$ cat config.mk
export PLATFORM = sky130hd
export DESIGN_NAME = text_console_writer
export DESIGN_NICKNAME = d
export VERILOG_FILES = /design/src/rtl/text_pkg.sv /design/src/rtl/text_sweep_ctr.sv /design/src/rtl/text_console_writer.sv
export SDC_FILE = /design/constraint.sdc
export NUM_CORES = 1
export LEC_CHECK = 0
export BUFFER_PORTS_ARGS = -buffer_cell sky130_fd_sc_hd__buf_2
export CAP_MARGIN = 10
export CORE_MARGIN = 2
export CORE_UTILIZATION = 30
export CTS_BUF_LIST = sky130_fd_sc_hd__clkbuf_8
export DETAILED_ROUTE_END_ITERATION = 16
export GPL_ROUTABILITY_DRIVEN = 0
export PLACE_DENSITY = 0.57
export REMOVE_ABC_BUFFERS = 1
export SETUP_SLACK_MARGIN = 0.3
export SLEW_MARGIN = 10
export SYNTH_ARGS = -nofsm -noshare
export SYNTH_HDL_FRONTEND = slang
export SYNTH_SLANG_ARGS = --single-unit
$ cat constraint.sdc
create_clock -name clk -period 1.92 [get_ports clk]
set_input_delay 0.192 -clock clk [delete_from_list [all_inputs] [get_ports clk]]
set_output_delay 0.192 -clock clk [all_outputs]
set_load 0.03 [all_outputs]
$ cat src/rtl/text_pkg.sv
// Shared constants, command/state encodings and cursor helpers for the text console writer.
package text_pkg;

  localparam int unsigned COLS   = 80;
  localparam int unsigned ROWS   = 30;
  localparam int unsigned ADDR_W = 12;
  localparam int unsigned ROW_W  = 5;
  localparam int unsigned COL_W  = 7;

  typedef enum logic [1:0] {
    CMD_PUT       = 2'd0,
    CMD_NEWLINE   = 2'd1,
    CMD_BACKSPACE = 2'd2,
    CMD_CLEAR     = 2'd3
  } cmd_t;

  typedef enum logic [1:0] {
    IDLE   = 2'd0,
    ROWCLR = 2'd1,
    CLEAR  = 2'd2
  } state_t;

  // Row advance with wrap from the bottom row back to the top.
  function automatic logic [ROW_W-1:0] next_row(input logic [ROW_W-1:0] r);
    return (r == ROW_W'(ROWS - 1)) ? '0 : r + ROW_W'(1);
  endfunction

endpackage

$ cat src/rtl/text_sweep_ctr.sv
// Row/column sweep counter: walks one row or the whole screen in row-major order.
module text_sweep_ctr
  import text_pkg::*;
(
  input  logic             clk,
  input  logic             rst,
  input  logic             start,
  input  logic             full,
  input  logic [ROW_W-1:0] start_row,
  input  logic             step,
  output logic [ROW_W-1:0] row,
  output logic [COL_W-1:0] col,
  output logic             done_c
);

  logic full_q;

  always_ff @(posedge clk or posedge rst) begin
    if (rst) begin
      row    <= '0;
      col    <= '0;
      full_q <= 1'b0;
    end else if (start) begin
      row    <= full ? '0 : start_row;
      col    <= '0;
      full_q <= full;
    end else if (step) begin
      if (col == COL_W'(COLS - 1)) begin
        col <= '0;
        row <= next_row(row);
      end else begin
        col <= col + COL_W'(1);
      end
    end
  end

  // Current cell is the final one of the sweep.
  assign done_c = (col == COL_W'(COLS - 1)) && (!full_q || row == ROW_W'(ROWS - 1));

endmodule

$ cat src/rtl/text_console_writer.sv
// Console command front end: tracks the cursor and drives the character store write port.
module text_console_writer
  import text_pkg::*;
#(
  parameter logic [3:0] BLANK_CHAR     = 4'h0,
  parameter bit         CLEAR_ON_RESET = 1'b1
) (
  input  logic              clk,
  input  logic              rst,
  input  logic              in_valid,
  output logic              in_ready,
  input  logic [1:0]        in_cmd,
  input  logic [3:0]        in_char,
  output logic [ADDR_W-1:0] waddr,
  output logic [3:0]        new_char,
  output logic              we,
  output logic [ROW_W-1:0]  cursor_row,
  output logic [COL_W-1:0]  cursor_col,
  output logic              busy
);

  state_t            state, state_n;
  logic              boot, boot_n;
  logic [ROW_W-1:0]  row_n;
  logic [COL_W-1:0]  col_n;
  logic              we_n;
  logic [ADDR_W-1:0] waddr_n;
  logic [3:0]        new_char_n;
  logic              busy_n;

  logic              sw_start, sw_full, sw_step, sw_done_c;
  logic [ROW_W-1:0]  sw_start_row, sw_row;
  logic [COL_W-1:0]  sw_col;

  text_sweep_ctr u_sweep (
    .clk       (clk),
    .rst       (rst),
    .start     (sw_start),
    .full      (sw_full),
    .start_row (sw_start_row),
    .step      (sw_step),
    .row       (sw_row),
    .col       (sw_col),
    .done_c    (sw_done_c)
  );

  always_ff @(posedge clk or posedge rst) begin
    if (rst) begin
      state      <= IDLE;
      boot       <= CLEAR_ON_RESET;
      cursor_row <= '0;
      cursor_col <= '0;
      we         <= 1'b0;
      waddr      <= '0;
      new_char   <= '0;
      busy       <= CLEAR_ON_RESET;
      in_ready   <= !CLEAR_ON_RESET;
    end else begin
      state      <= state_n;
      boot       <= boot_n;
      cursor_row <= row_n;
      cursor_col <= col_n;
      we         <= we_n;
      waddr      <= waddr_n;
      new_char   <= new_char_n;
      busy       <= busy_n;
      in_ready   <= !busy_n;
    end
  end

  always_comb begin
    state_n      = state;
    boot_n       = boot;
    row_n        = cursor_row;
    col_n        = cursor_col;
    we_n         = 1'b0;
    waddr_n      = waddr;
    new_char_n   = new_char;
    sw_start     = 1'b0;
    sw_full      = 1'b0;
    sw_start_row = '0;
    sw_step      = 1'b0;

    unique case (state)
      IDLE: begin
        if (boot) begin
          boot_n   = 1'b0;
          state_n  = CLEAR;
          sw_start = 1'b1;
          sw_full  = 1'b1;
          row_n    = '0;
          col_n    = '0;
        end else if (in_valid && in_ready) begin
          unique case (cmd_t'(in_cmd))
            CMD_PUT: begin
              we_n       = 1'b1;
              waddr_n    = {cursor_row, cursor_col};
              new_char_n = in_char;
              if (cursor_col == COL_W'(COLS - 1)) begin
                row_n        = next_row(cursor_row);
                col_n        = '0;
                state_n      = ROWCLR;
                sw_start     = 1'b1;
                sw_start_row = next_row(cursor_row);
              end else begin
                col_n = cursor_col + COL_W'(1);
              end
            end
            CMD_NEWLINE: begin
              row_n        = next_row(cursor_row);
              col_n        = '0;
              state_n      = ROWCLR;
              sw_start     = 1'b1;
              sw_start_row = next_row(cursor_row);
            end
            CMD_BACKSPACE: begin
              if (cursor_col != '0) begin
                col_n      = cursor_col - COL_W'(1);
                we_n       = 1'b1;
                waddr_n    = {cursor_row, cursor_col - COL_W'(1)};
                new_char_n = BLANK_CHAR;
              end else if (cursor_row != '0) begin
                row_n      = cursor_row - ROW_W'(1);
                col_n      = COL_W'(COLS - 1);
                we_n       = 1'b1;
                waddr_n    = {cursor_row - ROW_W'(1), COL_W'(COLS - 1)};
                new_char_n = BLANK_CHAR;
              end
            end
            CMD_CLEAR: begin
              state_n  = CLEAR;
              sw_start = 1'b1;
              sw_full  = 1'b1;
              row_n    = '0;
              col_n    = '0;
            end
            default: ;
          endcase
        end
      end
      ROWCLR, CLEAR: begin
        sw_step    = 1'b1;
        we_n       = 1'b1;
        waddr_n    = {sw_row, sw_col};
        new_char_n = BLANK_CHAR;
        if (sw_done_c) state_n = IDLE;
      end
      default: state_n = IDLE;
    endcase

    busy_n = (state_n != IDLE) || boot_n;
  end

endmodule

==> results of run 1 <==
## what timing repair did
action,CTS,global route
resized for setup,99,53
setup buffers,20,10
pin swaps,43,19
gates cloned,1,0
setup endpoints to repair,46,46
## flip-flops by register name (all words and copies together), names as in the netlist
signal / cells
cursor_col: 7
new_char: 4
busy: 1
u_sweep.row: 5
state: 2
boot: 1
waddr: 12
cursor_row: 5
in_ready: 1
u_sweep.col: 7
u_sweep.full_q: 1
we: 1
## power groups by stage
stage,clock [mW],combinational (mW),sequential (mW)
3_3_place_gp,0,3.97,1.62
2_1_floorplan,0,1.79,2.23
5_1_grt,0.686,5.90,1.70
3_5_place_dp,0,4.03,1.62
6_report,0.630,5.51,1.65
4_1_cts,0.647,4.96,1.63
## metal layers
metal  track usage (%)  routed length, µm  vias up
met4              4.98                150        0
met5                 0                  0        -
met2              29.6               4820       84
met3              3.22                404       13
met1              23.4               4430     1568
li1                  -                  -     1551
## cells by family (layout without fill, tap and decap cells)
logic type / after synthesis / after routing / share of synthesized area [%]
adders and majority gates: 12 / 12 / 4.85
DFF: 47 / 47 / 38.0
and+or+nand+nor: 127 / 127 / 21.4
buffers and inverters: 43 / 150 / 5.78
xor gates and xnor gates: 10 / 10 / 3.07
muxes: 5 / 5 / 1.66
AOI/OAI and AO/OA: 122 / 122 / 25.2
## metrics by stage
step | TNS, ns | area (µm²)
2_1_floorplan | -16.82 | 2980
3_3_place_gp | -1.15 | 3780
3_5_place_dp | -3.02 | 3780
4_1_cts | -0.993 | 4400
5_1_grt | -3.20 | 4710
6_report | -1.39 | 4710
## area by class of cell
class	instances	area [µm²]	area share, %
well taps	136	170	3.62
multi-input cells	276	2230	47.4
repair buffers	127	978	20.8
flip-flops and latches	47	1180	25.0
clock buffers	6	82.6	1.75
inverters	16	60.1	1.28
clock inverters	1	5.00	0.106
## worst max-delay path: cells and delay by family, from the launching register on
family | cells | cell delay (ns)
and+or+nand+nor | 2 | 0.82
AOI/OAI and AO/OA | 3 | 0.46
DFF | 1 | 0.39
buffers and inverters | 2 | 0.27
## how the worst min path moves through the flow
stage,startpoint,to,slack [ns],depth (start not counted)
2_1_floorplan,in_cmd[1],u_sweep.row[2]$_DFFE_PP0P_,0.30,1
3_3_place_gp,rst,waddr[7]$_DFFE_PP0P_,0.39,3
3_5_place_dp,rst,waddr[7]$_DFFE_PP0P_,0.40,3
4_1_cts,rst,waddr[6]$_DFFE_PP0P_,0.06,3
5_1_grt,in_char[1],new_char[1]$_DFFE_PP0P_,0.10,3
6_report,rst,waddr[7]$_DFFE_PP0P_,0.03,3
## placed cells by master, fill, tap and decap left out, types with 6 or more instances in the layout
cell type,instances
nand2_2,6
buf_6,22
nand2_1,27
buf_2,39
nand2b_1,7
nand4_1,6
o21ai_1,15
nor2b_1,6
ha_1,8
clkbuf_8,6
buf_4,62
a211oi_1,6
a21oi_2,7
o21ai_2,7
nand3_1,6
a21oi_1,16
dfrtp_1,45
inv_1,11
nor2_1,17
o21ai_0,15
==> insert_results.sql, run 1 <==
INSERT INTO impl_metrics (metric_group, metric, value, unit) VALUES
('run_status', 'status', 'finished, violations left', ''),
('run_status', 'violated_checks', 'negative setup slack', ''),
('timing', 'fin_worst_skew', '0.00296', 'ns'),
('floorplanning', 'std_cell_rows', '37', ''),
('global_route', 'groute.usage.overall', '17.7', '%'),
('critical_path', 'arrival', '2.23', 'ns'),
('timing', 'fmax', '493', 'MHz'),
('layout', 'num-nets-final', '494', ''),
('clocking', 'postCtsHoldBufs', '0', ''),
('critical_path', 'r2r_cells', '7', ''),
('clocking', 'clock_sink_count', '47', ''),
('power', 'finalPower', '7.79', 'mW'),
('layout', 'finalNonFillerCells', '609', ''),
('timing', 'fin_crit_period', '2.03', 'ns'),
('critical_path', 'crit_path_end_kind', 'flop', ''),
('timing', 'finalSetupViolations', '19', ''),
('timing', 'finalHoldWorstSlack', '0.0298', 'ns'),
('critical_path', 'ff2ff_setup_slack', '-0.11', 'ns'),
('critical_path', 'timing.critical_path.slowest_cell_delay', '0.56', 'ns'),
('logic_synthesis', 'synth.most_common_cell', 'dfrtp_1', ''),
('layout', 'area.growth.synth_to_final', '51.9', '%'),
('clocking', 'clock_pin_slew_reported_for_the_worst_setup_and_hold_paths_after_clock_tree_synthesis', '0.09', 'ns'),
('floorplanning', 'dieArea', '11200', 'µm²'),
('logic_synthesis', 'synth_seq_cells', '47', ''),
('timing', 'worst_setup_slack_final', '-0.108', 'ns'),
('layout', 'antenna_cells_inserted', '0', ''),
('logic_synthesis', 'synth.avg_cell_area', '8.46', 'µm²'),
('timing', 'final_hold_viol_count', '0', ''),
('place', 'place_ws', '-0.215', 'ns'),
('power', 'peakVddDrop', '0.000824', 'V'),
('critical_path', 'timing.critical_path.from_type', 'flop', ''),
('floorplanning', 'coreArea', '10200', 'µm²'),
('logic_synthesis', 'synth.distinct_cells', '55', ''),
('global_route', 'antenna_found_initial', '0', ''),
('clocking', 'tritoncts_clock_tree', 'yes', ''),
('logic_synthesis', 'yosysSeqAreaShare', '38.0', '%'),
('critical_path', 'worstSetupStartpoint', 'cursor_col[2]$_DFFE_PP0P_', ''),
('drt', 'drt_wl_total', '9.80', 'mm'),
('critical_path', 'crit_path_max_fanout', '9', ''),
('power', 'clock_power_share', '8.1', '%'),
('logic_synthesis', 'yosys_warnings', '0', ''),
('timing', 'transition_time_at_the_pin_with_the_least_slew_margin', '0.623', 'ns'),
('logic_synthesis', 'synth_area_leaders', 'dfrtp_1 (36%), o21ai_0 (6.0%), ha_1 (4.8%)', ''),
('power', 'comb_power_share', '70.7', '%'),
('clocking', 'cts_max_path_buffers', '2', ''),
('job', 'drv.max_cap_violation_count', '0', ''),
('global_route', 'grt_max_degree', '48', ''),
('logic_synthesis', 'ys_dominant_reg_cell', 'dfrtp_1', ''),
('power', 'seq_power_share', '21.2', '%'),
('place', 'port_buffers', '39', ''),
('floorplanning', 'fp.dieH', '106', 'µm'),
('place', 'place_hpwl', '6.67', 'mm'),
('power', 'p_sw_share', '46.3', '%'),
('logic_synthesis', 'synth_async_sr_flop_share', '100', '%'),
('logic_synthesis', 'synthCells', '366', ''),
('critical_path', 'critical_path.cell_chain', 'or4_4, buf_6, nor4_4, o22a_4, buf_12, a221oi_1, a21o_1', ''),
('timing', 'relative_slew_slack', '58.4', '%'),
('logic_synthesis', 'post_synth_most_frequent_cells', 'dfrtp_1 (45), o21ai_0 (37), nand2_1 (35)', ''),
('logic_synthesis', 'synth_enable_flop_cells', '0', ''),
('min_path', 'worst_hold_path_type', 'input pin to asynchronous set/reset pin', ''),
('critical_path', 'worst-setup-path-type', 'flop to flop', ''),
('critical_path', 'worst_setup_path_endpoint', 'waddr[5]$_DFFE_PP0P_', ''),
('power', 'p_switching', '3.61', 'mW'),
('global_route', 'via_count_of_the_first_global_routing_pass', '3199', ''),
('global_route', 'global_route.overflow_total', '0', ''),
('drt', 'detailroute.via_count', '3216', ''),
('logic_synthesis', 'netlist.top_cell.by_area', 'dfrtp_1', ''),
('layout', 'filler_cell_count', '1005', ''),
('drt', 'wl_per_cell', '16.1', 'µm'),
('clocking', 'htreeDepth', '2', ''),
('power', 'leakage', '2.04', 'nW');
(Power assumes the default switching activity.)
==> inputs of run 2 (changes only) <==
- REMOVE_ABC_BUFFERS: 1 -> default
==> run 2 against run 1 <==
Net effect: sequential share of layout area rose by 0.16 points; sequential power is essentially flat; critical endpoint is now waddr[10]$_DFFE_PP0P_; routed wire length up 4.1%; first-iteration DRC count shrank 23%; clock skew is 0.0087 ns higher; sequential cell count did not move; fmax shrank 1.4%; combinational power shrank 4.0%; worst hold slack worse by 0.011 ns; the flow still finishes with violations (negative setup slack).
==> insert_results.sql, run 2 (synthesis gave the netlist of run 1 again) <==
INSERT INTO impl_metrics (metric_group, metric, value, unit) VALUES
('layout', 'layout.core_utilization', '46.3', '%'),
('global_route', 'global_route.overflow_total', '0', ''),
('layout', 'post_route_cells_drive_above_1_share', '48.2', '%'),
('clocking', 'clock_latency_reported_for_the_late_side_of_the_worst_skew_pair', '0.31', 'ns'),
('floorplanning', 'fp.dieH', '106', 'µm'),
('drt', 'detailroute.via_count', '3314', ''),
('layout', 'layout_commonest_cell', 'buf_4', ''),
('timing', 'worst_setup_slack_final', '-0.136', 'ns'),
('timing', 'rsz0062_at_grt', 'yes', ''),
('critical_path', 'timing.critical_path.slowest_cell_delay', '0.48', 'ns'),
('floorplanning', 'dieArea', '11200', 'µm²'),
('clocking', 'cts_buffers', '5', ''),
('power', 'finalPower', '7.84', 'mW'),
('clocking', 'cts_max_path_buffers', '2', ''),
('clocking', 'root_buffer', 'clkbuf_8', ''),
('layout', 'most-common-layout-cells', 'buf_4 (75), buf_2 (40), dfrtp_1 (37), nand2_1 (30), o21ai_0 (17)', ''),
('power', 'peakVddDrop', '0.000588', 'V'),
('timing', 'setup-tns-final', '-1.30', 'ns'),
('floorplanning', 'dieWidth', '106', 'µm'),
('timing', 'finalSetupViolations', '24', ''),
('timing', 'report.final.slew_viol_count', '0', ''),
('drt', 'drc_errors', '0', ''),
('timing', 'relative_slew_slack', '57.9', '%'),
('floorplanning', 'design.portCount', '40', ''),
('drt', 'drt-initial-drc-count', '216', ''),
('layout', 'largest_register', 'waddr', ''),
('clocking', 'htreeDepth', '2', ''),
('timing', 'final_min_period_over_clock_period', '107', '%'),
('drt', 'drtPass1Iterations', '4', ''),
('critical_path', 'worstPathRequired', '2.12', 'ns'),
('floorplanning', 'std_cell_rows', '37', ''),
('clocking', 'postCtsHoldBufs', '0', ''),
('critical_path', 'worst-setup-path-type', 'flop to flop', ''),
('drt', 'postRouteAntennaNets', '0', ''),
('run_status', 'violated_checks', 'negative setup slack', ''),
('power', 'power_density', '1660', 'nW/µm²'),
('layout', 'area_taken_by_multi_input_logic_gates', '2220', 'µm²'),
('timing', 'final_hold_viol_count', '0', ''),
('timing', 'fin_worst_skew', '0.0117', 'ns'),
('floorplanning', 'initial_core_util', '30.4', '%'),
('drt', 'drt_wl_total', '10.2', 'mm'),
('critical_path', 'arrival', '2.26', 'ns'),
('global_route', 'via_count_of_the_first_global_routing_pass', '3168', ''),
('logic_synthesis', 'syn_nets', '387', ''),
('run_status', 'status', 'finished, violations left', ''),
('critical_path', 'crit_path_max_fanout', '7', ''),
('critical_path', 'crit_path_end_kind', 'flop', ''),
('layout', 'top_flop_regs', 'waddr x12, cursor_col x7, u_sweep.col x7', ''),
('place', 'port_buffers', '39', ''),
('global_route', 'groute.usage.overall', '17.8', '%'),
('critical_path', 'regToRegEndpoint', 'waddr[10]$_DFFE_PP0P_', ''),
('clocking', 'clock_pin_slew_reported_for_the_worst_setup_and_hold_paths_after_clock_tree_synthesis', '0.10', 'ns'),
('layout', 'area.sequential', '1190', 'µm²'),
('critical_path', 'critPathSlowestCell', 'or4b_4', ''),
('critical_path', 'timing.critical_path.from_type', 'flop', ''),
('drt', 'wl_per_cell', '16.7', 'µm'),
('global_route', 'grt_max_degree', '48', ''),
('floorplanning', 'coreArea', '10200', 'µm²'),
('power', 'leakage', '2.05', 'nW'),
('critical_path', 'critical_path.cell_chain', 'inv_2, ha_4, or4b_4, nor4_4, o22a_4, mux2_2', ''),
('critical_path', 'ff2ff_setup_slack', '-0.14', 'ns'),
('clocking', 'clock_sink_count', '47', ''),
('global_route', 'grt_pass1_wl', '16.1', 'mm'),
('critical_path', 'critical_path.reg2reg.startpoint', 'cursor_row[0]$_DFFE_PP0P_', ''),
('layout', 'largest_register_ffs', '12', ''),
('layout', 'num-nets-final', '497', ''),
('layout', 'antenna_cells_inserted', '0', ''),
('place', 'place_hpwl', '6.82', 'mm'),
('clocking', 'tritoncts_clock_tree', 'yes', ''),
('job', 'drv.max_cap_violation_count', '0', ''),
('critical_path', 'r2r_cells', '6', ''),
('layout', 'filler_cell_count', '972', ''),
('drt', 'vias_per_cell', '5.41', ''),
('global_route', 'antenna_found_initial', '0', ''),
('timing', 'fmax', '486', 'MHz'),
('layout', 'area.growth.synth_to_final', '52.3', '%'),
('place', 'place_ws', '-0.208', 'ns'),
('timing', 'transition_time_at_the_pin_with_the_least_slew_margin', '0.632', 'ns'),
('timing', 'fin_crit_period', '2.06', 'ns'),
('min_path', 'worst_hold_path_type', 'input pin to asynchronous set/reset pin', '');
==> run 2: critical path: cells and delay by family (launching register included) <==
kind	cells	cell delay, ns
AOI/OAI and AO/OA	1	0.26
adders and majority gates	1	0.13
buffers and inverters	1	0.09
DFF	1	0.43
muxes	1	0.34
and+or+nand+nor	2	0.69
==> run 2: stage by stage <==
step	cells	area, µm²	hold slack [ns]
after global routing	613	4720	0.0803
after global placement	575	3870	0.389
after CTS	596	4340	0.0604
after floorplan	366	3180	0.328
after detailed placement	575	3870	0.402
final	613	4720	0.0192
==> run 2: power by group <==
group	leakage, nW	internal (mW)	total, mW	switching, mW
sequential	0.595	1.37	1.66	0.292
clock	0.0695	0.516	0.885	0.369
combinational	1.38	2.35	5.29	2.94
total	2.05	4.23	7.84	3.60
==> run 2: layout make-up <==
class                           instances  area share [%]
Multi-Input combinational cell        276            47.0
Sequential cell                        47            25.2
Timing Repair Buffer                  130            20.1
Tap cell                              136            3.61
Clock buffer                            5            1.46
Clock inverter                          3            1.35
Inverter                               16            1.27
==> run 2: repair_timing <==
item,in CTS,in global routing
gates cloned,1,2
pin swaps,22,32
endpoints found under the setup margin,46,46
buffers inserted,12,15
gates resized for setup,54,67
==> run 2: worst max path at each step <==
stage | start | end | slack, ns | cells after the start
after floorplan | cursor_col[4]$_DFFE_PP0P_ | waddr[10]$_DFFE_PP0P_ | -0.17 | 6
after global placement | cursor_row[0]$_DFFE_PP0P_ | waddr[3]$_DFFE_PP0P_ | -0.12 | 8
after detailed placement | cursor_row[0]$_DFFE_PP0P_ | waddr[3]$_DFFE_PP0P_ | -0.21 | 8
after CTS | cursor_row[0]$_DFFE_PP0P_ | waddr[10]$_DFFE_PP0P_ | -0.11 | 6
after global routing | cursor_row[0]$_DFFE_PP0P_ | waddr[10]$_DFFE_PP0P_ | -0.19 | 6
final | cursor_row[0]$_DFFE_PP0P_ | waddr[10]$_DFFE_PP0P_ | -0.14 | 6
==> run 2: routing by layer <==
metal / up-vias / wire (µm) / global-route usage [%]
li1: 1564 / - / -
met1: 1646 / 4540 / 23.9
met2: 92 / 5090 / 29.6
met3: 12 / 436 / 2.84
met4: 0 / 137 / 4.70
met5: - / 0 / 0
==> inputs of run 3 (changes only) <==
- SETUP_SLACK_MARGIN: 0.3 -> 0.05
==> run 3 against run 2 <==
Net effect: the run still ends with negative setup slack left; worst hold slack improved by 0.10 ns; routed wire length fell by 8.4%; fmax fell by 2.1%; core utilization fell by 2.2 points; highest routed layer unchanged; first-iteration DRC count fell by 17%; critical path type unchanged; largest cell class unchanged; power fell by 3.7%; non-clock buffer count fell by 12; largest power group unchanged; via count fell by 5.3%.
==> insert_results.sql, run 3 (synthesis gave the netlist of run 1 again) <==
INSERT INTO impl_metrics (metric_group, metric, value, unit) VALUES
('clocking', 'tritoncts_clock_tree', 'yes', ''),
('min_path', 'depth_of_the_worst_hold_timing_path', '3', ''),
('critical_path', 'critical_path.cell_chain', 'buf_6, buf_4, or3_4, or4_4, xnor2_2, o21ai_1, mux2_2', ''),
('global_route', 'antenna_found_initial', '0', ''),
('critical_path', 'crit_path_end_kind', 'flop', ''),
('timing', 'report.final.slew_viol_count', '0', ''),
('floorplanning', 'std_cell_rows', '37', ''),
('global_route', 'use_met1', '22.3', '%'),
('critical_path', 'worst-setup-path-type', 'flop to flop', ''),
('critical_path', 'critical_path.reg2reg.startpoint', 'cursor_row[0]$_DFFE_PP0P_', ''),
('global_route', 'via_count_of_the_first_global_routing_pass', '3035', ''),
('timing', 'worst_setup_slack_final', '-0.180', 'ns'),
('critical_path', 'worstPathRequired', '2.13', 'ns'),
('critical_path', 'crit_path_max_fanout', '3', ''),
('layout', 'area.growth.synth_to_final', '45.0', '%'),
('critical_path', 'r2r_cells', '7', ''),
('drt', 'drt_wl_total', '9.35', 'mm'),
('layout', 'antenna_cells_inserted', '0', ''),
('layout', 'top_flop_regs', 'waddr x12, cursor_col x7, u_sweep.col x7', ''),
('min_path', 'worst_hold_path_type', 'input pin to flop', ''),
('drt', 'drt-initial-drc-count', '180', ''),
('global_route', 'grt_pass1_wl', '14.9', 'mm'),
('floorplanning', 'dieArea', '11200', 'µm²'),
('place', 'cell_area_after_placement', '3880', 'µm²'),
('clocking', 'clock_sink_count', '47', ''),
('timing', 'final_hold_viol_count', '0', ''),
('global_route', 'grt_max_degree', '31', ''),
('critical_path', 'ff2ff_setup_slack', '-0.18', 'ns'),
('layout', 'most-common-layout-cells', 'buf_4 (66), buf_2 (39), dfrtp_1 (37), nor2_1 (23), a21oi_1 (22)', ''),
('layout', 'layout_commonest_cell', 'buf_4', ''),
('clocking', 'clock_latency_reported_for_the_late_side_of_the_worst_skew_pair', '0.31', 'ns'),
('power', 'leakage', '1.99', 'nW'),
('drt', 'drtPass1Iterations', '4', ''),
('clocking', 'htreeDepth', '2', ''),
('drt', 'postRouteAntennaNets', '0', ''),
('timing', 'relative_slew_slack', '49.7', '%'),
('layout', 'post_route_cells_drive_above_1_share', '42.2', '%'),
('drt', 'wl_per_cell', '15.6', 'µm'),
('floorplanning', 'initial_core_util', '30.4', '%'),
('place', 'place_hpwl', '6.65', 'mm'),
('layout', 'layout.core_utilization', '44.1', '%'),
('run_status', 'violated_checks', 'negative setup slack', ''),
('power', 'finalPower', '7.55', 'mW'),
('timing', 'transition_time_at_the_pin_with_the_least_slew_margin', '0.746', 'ns'),
('power', 'power_density', '1680', 'nW/µm²'),
('critical_path', 'timing.critical_path.slowest_cell_delay', '0.44', 'ns'),
('global_route', 'groute.usage.overall', '16.5', '%'),
('global_route', 'grt_util_met2', '26.5', '%'),
('drt', 'detailroute.via_count', '3137', ''),
('place', 'dp.cells', '578', ''),
('clocking', 'cts_buffers', '5', ''),
('min_path', 'hold_path_startpoint', 'in_char[1]', ''),
('layout', 'largest_register', 'waddr', ''),
('power', 'peakVddDrop', '0.000512', 'V'),
('min_path', 'hold_path_end', 'new_char[1]$_DFFE_PP0P_', ''),
('critical_path', 'critPathSlowestCell', 'or4_4', ''),
('layout', 'finalNonFillerCells', '601', ''),
('layout', 'num-nets-final', '485', ''),
('job', 'drv.max_cap_violation_count', '0', ''),
('floorplanning', 'design.portCount', '40', ''),
('global_route', 'grtUsageMet3', '3.34', '%'),
('clocking', 'root_buffer', 'clkbuf_8', ''),
('timing', 'rsz0062_at_grt', 'yes', ''),
('run_status', 'status', 'finished, violations left', ''),
('floorplanning', 'fp.dieH', '106', 'µm'),
('global_route', 'global_route.overflow_total', '0', ''),
('timing', 'finalSetupViolations', '29', ''),
('floorplanning', 'coreArea', '10200', 'µm²'),
('drt', 'vias_per_cell', '5.22', ''),
('global_route', 'grt-busiest-layer', 'met2', ''),
('clocking', 'clock_pin_slew_reported_for_the_worst_setup_and_hold_paths_after_clock_tree_synthesis', '0.10', 'ns'),
('drt', 'drc_errors', '0', ''),
('logic_synthesis', 'syn_nets', '387', ''),
('critical_path', 'arrival', '2.31', 'ns'),
('clocking', 'cts_max_path_buffers', '2', ''),
('floorplanning', 'dieWidth', '106', 'µm'),
('timing', 'fin_crit_period', '2.10', 'ns'),
('timing', 'final_min_period_over_clock_period', '109', '%'),
('timing', 'fmax', '476', 'MHz'),
('critical_path', 'timing.critical_path.from_type', 'flop', ''),
('layout', 'stdcell_area', '4490', 'µm²'),
('critical_path', 'regToRegEndpoint', 'waddr[10]$_DFFE_PP0P_', ''),
('timing', 'fin_worst_skew', '0.0128', 'ns'),
('place', 'port_buffers', '39', ''),
('layout', 'largest_register_ffs', '12', ''),
('layout', 'filler_cell_count', '976', '');
[run 3: stage by stage]
stage | setup slack [ns] | hold WS (ns) | setup TNS (ns)
2_1_floorplan | -0.171 | 0.328 | -1.22
3_3_place_gp | -0.0643 | 0.216 | -0.784
3_5_place_dp | -0.114 | 0.219 | -2.08
4_1_cts | -0.118 | 0.115 | -1.56
5_1_grt | -0.272 | 0.123 | -6.22
6_report | -0.180 | 0.120 | -3.77
[run 3: what timing repair did]
item | in CTS | in global routing
gates resized for setup | 34 | 57
gates cloned | 1 | 2
setup endpoints to repair | 40 | 45
pin swaps | 6 | 30
buffers inserted | 4 | 8
hold endpoints to repair | 15 | 0
hold buffers | 1 | 0
[run 3: worst max-delay path by stage]
stage,startpoint,to,slack (ns),cells after the start
finish,cursor_row[0]$_DFFE_PP0P_,waddr[10]$_DFFE_PP0P_,-0.18,7
detailed placement,cursor_col[0]$_DFFE_PP0P_,cursor_row[0]$_DFFE_PP0P_,-0.11,7
global route,cursor_row[1]$_DFFE_PP0P_,waddr[0]$_DFFE_PP0P_,-0.27,9
global placement,cursor_col[0]$_DFFE_PP0P_,cursor_row[3]$_DFFE_PP0P_,-0.06,7
floorplan,cursor_col[4]$_DFFE_PP0P_,waddr[10]$_DFFE_PP0P_,-0.17,6
CTS,cursor_row[0]$_DFFE_PP0P_,waddr[5]$_DFFE_PP0P_,-0.12,8
[run 3: worst max-delay path, delay by kind of cell (launching register included)]
kind            cells  cell delay (ns)
mux                 1             0.25
simple gates        2             0.82
buf+inv             2             0.26
flops               1             0.43
compound gates      1             0.08
xor+xnor            1             0.16
[run 3: power breakdown]
| part | internal [mW] | leakage, nW | total, mW | switching, mW |
|---|---|---|---|---|
| combinational | 2.24 | 1.32 | 5.01 | 2.77 |
| sequential | 1.37 | 0.595 | 1.66 | 0.292 |
| clock | 0.516 | 0.0695 | 0.875 | 0.360 |
| total | 4.12 | 1.99 | 7.55 | 3.42 |
[run 3: routing by layer]
metal	share of wire [%]	wire length, µm
met5	0	0
met4	1.7	160
met3	5.2	486
met2	47	4410
met1	46	4290
[run 3: final cells by class]
class | count | area, µm² | area share (%)
clock buffer | 5 | 68.8 | 1.53
multi-input combinational | 276 | 2040 | 45.4
inverter | 16 | 60.1 | 1.34
timing repair buffer | 118 | 898 | 20.0
sequential | 47 | 1190 | 26.5
tap | 136 | 170 | 3.79
clock inverter | 3 | 63.8 | 1.42
